--- config.mk ---
export PLATFORM = sky130hd
export DESIGN_NAME = axis_result_tx
export DESIGN_NICKNAME = d
export VERILOG_FILES = /design/src/rtl/axis_result_tx.sv
export SDC_FILE = /design/constraint.sdc
export NUM_CORES = 1
export LEC_CHECK = 0
export ABC_CLOCK_PERIOD_IN_PS = 30800
export CAP_MARGIN = 20
export CORE_UTILIZATION = 35
export CTS_BUF_LIST = sky130_fd_sc_hd__clkbuf_2 sky130_fd_sc_hd__clkbuf_4 sky130_fd_sc_hd__clkbuf_8
export DETAILED_ROUTE_END_ITERATION = 16
export SYNTH_ARGS = -nofsm -noshare
export SYNTH_HDL_FRONTEND = slang
export SYNTH_SLANG_ARGS = --single-unit
--- constraint.sdc ---
create_clock -name clk -period 30.8 [get_ports clk]
set_clock_uncertainty 0.15 [all_clocks]
set_input_delay 6.16 -clock clk [delete_from_list [all_inputs] [get_ports clk]]
set_output_delay 6.16 -clock clk [all_outputs]
set_load 0.02 [all_outputs]
--- src/rtl/axis_result_tx.sv ---
// axis_result_tx: packs narrow result elements little-endian into AXI-Stream beats via a small beat FIFO
module axis_result_tx #(
    parameter int DATA_WIDTH  = 128,
    parameter int ELEM_WIDTH  = 16,
    parameter int FRAME_ELEMS = 10,
    parameter int FIFO_DEPTH  = 4
) (
    input  logic                  clk,
    input  logic                  rst,
    input  logic                  elem_valid,
    input  logic [ELEM_WIDTH-1:0] elem_data,
    output logic                  elem_ready,
    output logic [DATA_WIDTH-1:0] M_AXIS_TDATA,
    output logic                  M_AXIS_TVALID,
    input  logic                  M_AXIS_TREADY,
    output logic                  M_AXIS_TLAST,
    output logic                  frame_done
);
    localparam int LANES = DATA_WIDTH / ELEM_WIDTH;
    localparam int LW = LANES > 1 ? $clog2(LANES) : 1;
    localparam int EW = FRAME_ELEMS > 1 ? $clog2(FRAME_ELEMS) : 1;
    localparam int AW = $clog2(FIFO_DEPTH);
    localparam logic [LW-1:0] LAST_LANE = LW'(LANES - 1);
    localparam logic [EW-1:0] LAST_ELEM = EW'(FRAME_ELEMS - 1);
    localparam logic [AW:0] FULL = (AW + 1)'(FIFO_DEPTH);

    logic [LW-1:0] lane_cnt;
    logic [EW-1:0] elem_cnt;
    logic [DATA_WIDTH-1:0] asm_reg, beat;
    logic [DATA_WIDTH-1:0] fifo_data [FIFO_DEPTH];
    logic [FIFO_DEPTH-1:0] fifo_last;
    logic [AW-1:0] wr_ptr, rd_ptr;
    logic [AW:0] count;
    logic accept, eof, close, pop;

    assign elem_ready    = count != FULL;
    assign M_AXIS_TVALID = count != '0;
    assign M_AXIS_TDATA  = fifo_data[rd_ptr];
    assign M_AXIS_TLAST  = fifo_last[rd_ptr];

    always_comb begin
        accept = elem_valid && elem_ready;
        eof    = elem_cnt == LAST_ELEM;
        close  = accept && (eof || lane_cnt == LAST_LANE);
        pop    = M_AXIS_TVALID && M_AXIS_TREADY;
        beat   = asm_reg | (DATA_WIDTH'(elem_data) << (lane_cnt * ELEM_WIDTH));
    end

    always_ff @(posedge clk or posedge rst) begin
        if (rst) begin
            lane_cnt   <= '0;
            elem_cnt   <= '0;
            asm_reg    <= '0;
            wr_ptr     <= '0;
            rd_ptr     <= '0;
            count      <= '0;
            fifo_last  <= '0;
            frame_done <= 1'b0;
            for (int i = 0; i < FIFO_DEPTH; i++) fifo_data[i] <= '0;
        end else begin
            if (accept) begin
                asm_reg  <= close ? '0 : beat;
                lane_cnt <= close ? '0 : lane_cnt + 1'b1;
                elem_cnt <= eof ? '0 : elem_cnt + 1'b1;
            end
            if (close) begin
                fifo_data[wr_ptr] <= beat;
                fifo_last[wr_ptr] <= eof;
                wr_ptr            <= wr_ptr + 1'b1;
            end
            if (pop) rd_ptr <= rd_ptr + 1'b1;
            count      <= count + (AW + 1)'(close) - (AW + 1)'(pop);
            frame_done <= pop && M_AXIS_TLAST;
        end
    end
endmodule

---- Yosys cells after proc, flatten, opt, wreduce, memory -nomap -nowiden ----
Index checks and enable logic that the tools add are counted.
storage, ports and cells
  memory bits (read-only) ................. 0
  flip-flop bits (word level) ............. 659
  RAM bits ................................ 0
  word-level logic and storage cells ...... 53
  latch bits .............................. 0
  output and inout bits ................... 132
  input bits .............................. 20
  memories kept ........................... 0
operators by class
  $lt $le $gt $ge ......................... 6
  div/mod/pow operators ................... 0
  $mul .................................... 0
  add/subtract/negate cells ............... 6
  equal/unequal tests ..................... 3
  shift operators ......................... 1
  bitwise gates (word level) .............. 3
  mux-type cells .......................... 14
  reductions and logical operators ........ 8
operators with widths
  cell                   number
  $bwmux W512            1
  $mux W128              4
  $bmux W128 S2          1
  $demux W128 S2         1
  $or A128 B128 Y128     1
  $shl A16 B7 Y128       1
  $ge A3 B3 Y1 const B   2
  $logic_and A1 B1 Y1    6
  $lt A2 B3 Y1 const B   2
  $not A2 Y3             2
  $add A2 B1 Y2 const B  2
  $add A4 B1 Y4 const B  1
  $bwmux W4              1
  $eq A4 B4 Y1 const B   1
  $mux W4                1
  $add A3 B1 Y3          1
  $add A3 B1 Y3 const B  1
  $eq A3 B3 Y1 const B   1
  $lt A3 B1 Y1 const B   1
  $mux W3                1
  $ne A3 B3 Y1 const B   1
  $reduce_bool A3 Y1     1
  $sub A3 B1 Y3          1
  $bmux W1 S2            1
  4 further kinds        5

---- Logic depth before layout (Yosys ltp) ----
Gate-level depths: netlist (run 1).
  depth in word-level cells ............... 6
  depth in mapped cells ................... 11
  gate-level depth less buffers ........... 11

---- Worst setup path after synthesis (run 1) ----
Ideal clock, no wire load.
  path type ............................... input -> register
  start point ............................. input elem_valid
  end point ............................... register count[2]
  arrival time ............................ 7.806 ns
  required time ........................... 30.521 ns
  stages on the path ...................... 10
  path slack .............................. 22.715 ns
  path through ............................ inv_1 > clkbuf_1 > a211o_1 > ha_1 > inv_1 > ha_1 > inv_1 > fa_1 > xnor2_1 > xnor2_1
between the ends
  cells in the longest elaborated chain, start to end .. 4
RTL lines
  element                 line  RTL
  start: declaration      10    input logic elem_valid,
  $logic_and A1 B1 Y1     42    accept = elem_valid && elem_ready;
  $logic_and A1 B1 Y1     44    close = accept && (eof || lane_cnt == LAST_LANE);
  $add A3 B1 Y3           72    count <= count + (AW + 1)'(close) - (AW + 1)'(pop);
  $sub A3 B1 Y3           72
  end signal: assignment  72
  end: declaration        33    logic [AW:0] count;
Every way passes these cells.
A chain may end at the register's enable or synchronous reset.

---- Final worst setup path (run 1) ----
  start point ............................. register rd_ptr[1]
  end point ............................... output M_AXIS_TDATA[20]
between the ends
  cells in the longest elaborated chain, start to end .. 4
RTL lines
  element                                       line  RTL
  start: declaration                            32    logic [AW-1:0] wr_ptr, rd_ptr;
  start signal: assignment                      71    if (pop) rd_ptr <= rd_ptr + 1'b1;
  $not A2 Y3 (not written as such)              38    assign M_AXIS_TDATA = fifo_data[rd_ptr];
  $bmux W128 S2                                 38
  $mux W128 (not written as such) (2 in a row)  38
  end: declaration                              13    output logic [DATA_WIDTH-1:0] M_AXIS_TDATA,
Every way passes these cells. The select of a mux whose other input is x is not followed.

==> results of run 1 <==
## synth_stat cells, types with 2 or more instances
library cell  count  area (um2)
a211o_1           2        17.5
a211oi_4          4        80.1
a21boi_1        128         961
a21o_1          121         908
a22o_1            4        35.0
a31o_2            4        35.0
a41o_1            3        30.0
and2_1            2        12.5
and3b_1           2        17.5
buf_1             4        15.0
buf_12           44         881
buf_2            31         155
buf_4             7        52.6
buf_6            24         270
clkbuf_1         37         139
dfrtp_1         659       16500
ha_1              8         100
inv_1            13        48.8
mux2_2           33         372
mux2_4          480        7210
mux4_2          129        2910
nand2_1           8        30.0
nand4_1           4        25.0
nor2_1            2        7.51
nor2b_1          20         125
nor3_1            2        10.0
o21ai_0         130         651
o2bb2ai_1         2        17.5
or3_1             2        12.5
xnor2_1           6        52.6
## through the flow
| step | hold slack [ps] | utilization [%] | setup slack [ps] | area, um2 | std cells |
|---|---|---|---|---|---|
| 2_1_floorplan | 311 | - | 6020 | 31800 | 1928 |
| 3_3_place_gp | 335 | 37.3 | 20580 | 33600 | 3139 |
| 3_5_place_dp | 339 | 37.3 | 20540 | 33600 | 3139 |
| 4_1_cts | 350 | 40.2 | 20080 | 36200 | 3349 |
| 5_1_grt | 364 | 40.3 | 19940 | 36300 | 3352 |
| 6_report | 347 | 40.3 | 20260 | 36300 | 3352 |
## cell families after synthesis
| group | count (synthesis) | synth area share [%] |
|---|---|---|
| flops | 659 | 51.9 |
| mux | 642 | 33.0 |
| compound gates | 401 | 8.68 |
| buf+inv | 161 | 4.92 |
| simple gates | 49 | 0.980 |
| fa+ha+maj | 9 | 0.378 |
| xor+xnor | 7 | 0.193 |
## report_power, final
part           total (mW)  internal, mW  switching (mW)
Clock               0.903         0.524           0.379
Sequential           1.25          1.10           0.153
Combinational        1.17         0.609           0.563
## worst max-delay path: stages (launching register included)
cell             delay, ps
dfrtp_4                610
buf_4                  710
buf_4                  870
mux4_2                 650
clkdlybuf4s50_1        560
## layer usage
layer,part of all wire (%),vias up
met4,2.9,0
met5,0,-
met1,46,9564
met3,5.0,144
li1,-,7453
met2,47,434
## worst max-delay path by stage
stage | to | slack [ps] | depth (start not counted)
6_report | M_AXIS_TDATA[20] | 20260 | 4
5_1_grt | M_AXIS_TDATA[20] | 19940 | 4
4_1_cts | M_AXIS_TDATA[6] | 20080 | 4
3_5_place_dp | fifo_data[245]$_DFFE_PP0P_ | 20540 | 6
3_3_place_gp | fifo_data[245]$_DFFE_PP0P_ | 20580 | 6
2_1_floorplan | asm_reg[0]$_DFFE_PP0P_ | 6020 | 1
## cell type report
cell class,instances,area [um2]
clock buffer,181,2290
timing repair buffer,185,1870
inverter,14,62.6
tap,1176,1470
fill,8204,53700
clock inverter,29,335
sequential,659,16500
multi-input combinational,1108,13700
==> flow_summary.toml, run 1 <==
[worst_hold_path]
hold_end = "elem_cnt[0]$_DFFE_PP0P_"
hold_depth = 1
min_from = "elem_cnt[0]$_DFFE_PP0P_"
hp-class = "reg -> reg"

[synthesis]
synthCells = 1928
ys_warn_count = 0
netlist_area_um2 = 31800
synth-seq-cells = 659
synth_fp_nets = 1957
synth.avg_cell_area_um2 = 16.5
synthArstFlopShare_pct = 100
synth_edf_count = 0
synth_cell_type_count = 43
synth-main-ff-cell = "dfrtp_1"
ys_seq_area_share_pct = 51.9

[sta]
min_period_ps = 10540
finalHoldViolCount = 0
setup_viol = 0
worstMarginPinSlew_ps = 1120
totalNegativeSetupSlack_ps = 0
finalCritPeriodShare_pct = 34.2
slew_headroom_pct = 25.2
slew_violations = 0
max_freq_mhz = 94.9
rsz0062_at_grt = "no"

[floorplanning]
die_x_um = 303
die_h_um = 303
die_area_um2 = 92000
ios = 152
rows = 110
core-area_um2 = 90000
start_util_pct = 35.3

[power]
ir_drop_mv = 0.0611
p_per_area_nw_per_um2 = 91.7
power.total_mw = 3.33
p_leak_nw = 17.1

[clocking]
clk_latency_ps = 750
clockBufferDepth = 3
post_cts_buffers = 0
cts_tree = "yes"
ctsResizeCount = 0
hold_buffers = 0
clkTransAtPathRegs_ps = 60
cts_buffers = 112
root_buffer = "clkbuf_8"
htreeDepth = 3
cts.sinks = 659

[finish]
layout-drive-gt1-share_pct = 41.4
layout.nets = 2109
diodes = 0
layout_common_cells = "dfrtp_1 (657), mux2_4 (480), clkdlybuf4s50_1 (151), clkbuf_8 (149), o21ai_0 (130)"
area.growth.synth_to_final_pct = 14.1
layout_commonest_cell = "dfrtp_1"
largest_register_ff_count = 512

[route]
via_count = 17600
viasPerCell = 5.25
drc = 0
wl_per_cell_um = 24.2
drt_pass1_iterations = 4
routed_wl_um = 81200
postRouteAntennaNets = 0
initialDrtViolationCount = 1093

[setup_path]
cp.arrival_ps = 4230
rr_worst_depth = 6
reg2reg_to = "fifo_data[245]$_DFFE_PP0P_"
rrSetupSlack_ps = 25960
r2r_start = "lane_cnt[2]$_DFFE_PP0P_"
path_class = "reg -> out"
startpoint = "rd_ptr[1]$_DFFE_PP0P_"
cp.required_ps = 24490
endpoint_kind = "output pin"
start_kind = "flip-flop"
worstPathMaxFanout = 43

[place]
port_buffers = 151
gp_congestion = 0.758
dp_hpwl_um = 47000

[global_routing]
grt_use_met1_pct = 24.9
met3_usage_pct = 3.71
grt_pass1_vias = 19300
grt.total_usage_pct = 17.9
global_route.overflow_total = 0
grt-busiest-layer = "met2"
grt.met2_usage_pct = 28.0
grt_start_max_net_pins = 185
antenna_found_initial = 2
grt_first_pass_wirelength_um = 125000

[status]
status = "completed"

[run]
cap_violations = 0
No activity file was read; power rests on OpenSTA's default activity.
==> inputs of run 2 (changes only) <==
- ABC_CLOCK_PERIOD_IN_PS: 30800 -> 9390
- clock period: 30.8 -> 9.39 ns (I/O delays scaled with it)
==> run 2 against run 1 <==
Effect of this change:
- combinational power rose to 3.2 times the previous value
- clock power increased to 3.2 times the previous value
- power grew to 3.3 times the previous value
- critical endpoint is now M_AXIS_TDATA[101]
- highest routed layer is now met5
==> flow_summary.toml, run 2 (synthesized netlist as in run 1, its figures left out) <==
[status]
status = "completed"

[setup_path]
worstPathMaxFanout = 44
cp.arrival_ps = 4060
path_class = "reg -> out"
endpoint_kind = "output pin"
start_kind = "flip-flop"
cp.required_ps = 7360

[finish]
seq_area_um2 = 16500
layout_commonest_cell = "dfrtp_1"
layout_common_cells = "dfrtp_1 (657), mux2_4 (480), clkbuf_8 (159), clkdlybuf4s50_1 (151), o21ai_0 (130)"
fillers = 8179
multi_input_area_um2 = 13700
area.growth.synth_to_final_pct = 13.9
stdcell_area_um2 = 36200
largest_register_ff_count = 512
layout-drive-gt1-share_pct = 41.4
layout.nets = 2111

[place]
port_buffers = 151
dp_hpwl_um = 47600
placed_area_um2 = 33600
place_ws_ps = 3910
gp_congestion = 0.730

[clocking]
post_cts_buffers = 0
cts_buffers = 114
cts.sinks = 659
clk_latency_ps = 740
clockBufferDepth = 3
htreeDepth = 3
clkTransAtPathRegs_ps = 60
ctsResizeCount = 0
root_buffer = "clkbuf_8"
hold_buffers = 0
cts_tree = "yes"

[power]
p_per_area_nw_per_um2 = 299
p_leak_nw = 17.1
ir_drop_mv = 0.167

[route]
drc = 0
postRouteAntennaNets = 0
drt_pass1_iterations = 5
wl_per_cell_um = 24.2
viasPerCell = 5.18
via_count = 17400
routed_wl_um = 81400
initialDrtViolationCount = 1122

[global_routing]
grt_pass1_vias = 19300
grt_first_pass_wirelength_um = 125000
grt.total_usage_pct = 18.0
global_route.overflow_total = 0
grt_start_max_net_pins = 183
antenna_found_initial = 5

[floorplanning]
die_h_um = 303
start_util_pct = 35.3
rows = 110
core-area_um2 = 90000
die_area_um2 = 92000
ios = 152
die_x_um = 303

[sta]
finalCritPeriodShare_pct = 64.8
fin_ws_ps = 3310
setup_viol = 0
finalHoldViolCount = 0
slew_headroom_pct = 24.3
worstMarginPinSlew_ps = 1140
min_period_ps = 6080
rsz0062_at_grt = "no"
max_freq_mhz = 164
slew_violations = 0

[run]
cap_violations = 0

[worst_hold_path]
hp-class = "reg -> reg"
-- run 2: power breakdown --
group	total (mW)	internal [mW]	switching, mW	leakage [nW]
combinational	3.78	2.00	1.78	6.62
sequential	4.17	3.60	0.568	9.08
clock	2.88	1.65	1.23	1.38
-- run 2: final cells by class --
cell class,count,share of cell area [%]
diodes,4,0.0276
clock buffers,188,6.64
clock inverters,22,0.470
inverters,14,0.162
multi-input cells,1108,37.9
flip-flops and latches,659,45.5
well taps,1176,4.06
repair buffers,185,5.14
-- run 2: worst paths after layout --
path	startpoint	endpoint	slack [ps]	cells past startpoint
worst min register to register	fifo_data[327]$_DFFE_PP0P_	fifo_data[327]$_DFFE_PP0P_	350	1
min in group asynchronous	rst	fifo_data[407]$_DFFE_PP0P_	1530	3
worst max-delay path	rd_ptr[1]$_DFFE_PP0P_	M_AXIS_TDATA[101]	3310	3
max in group asynchronous	rst	fifo_data[136]$_DFFE_PP0P_	5870	4
worst min-delay path	fifo_data[327]$_DFFE_PP0P_	fifo_data[327]$_DFFE_PP0P_	350	1
worst max register to register	lane_cnt[2]$_DFFE_PP0P_	fifo_data[429]$_DFFE_PP0P_	5070	6
-- run 2: critical path, cell delays in order (launching register included) --
cell	delay [ps]
dfrtp_4	1060
buf_4	860
mux4_2	670
clkdlybuf4s50_1	580
-- run 2: metal layers --
metal,vias to the layer above,share of wire [%],GRT usage [%]
met5,-,0.014,0
met3,125,3.9,3.11
met1,9430,46,25.0
met2,382,48,28.8
met4,2,2.2,5.18
li1,7442,-,-
-- run 2: through the flow --
stage                      TNS, ps  std cells  util (%)  power, mW  hold WS [ps]
after floorplan           -1085040       1928         -       6.84           311
after global placement           0       3140      37.3       7.89           334
after detailed placement         0       3141      37.3       8.03           337
after CTS                        0       3351      40.2       11.0           354
after global routing             0       3354      40.2       11.4           367
final                            0       3356      40.2       10.8           354
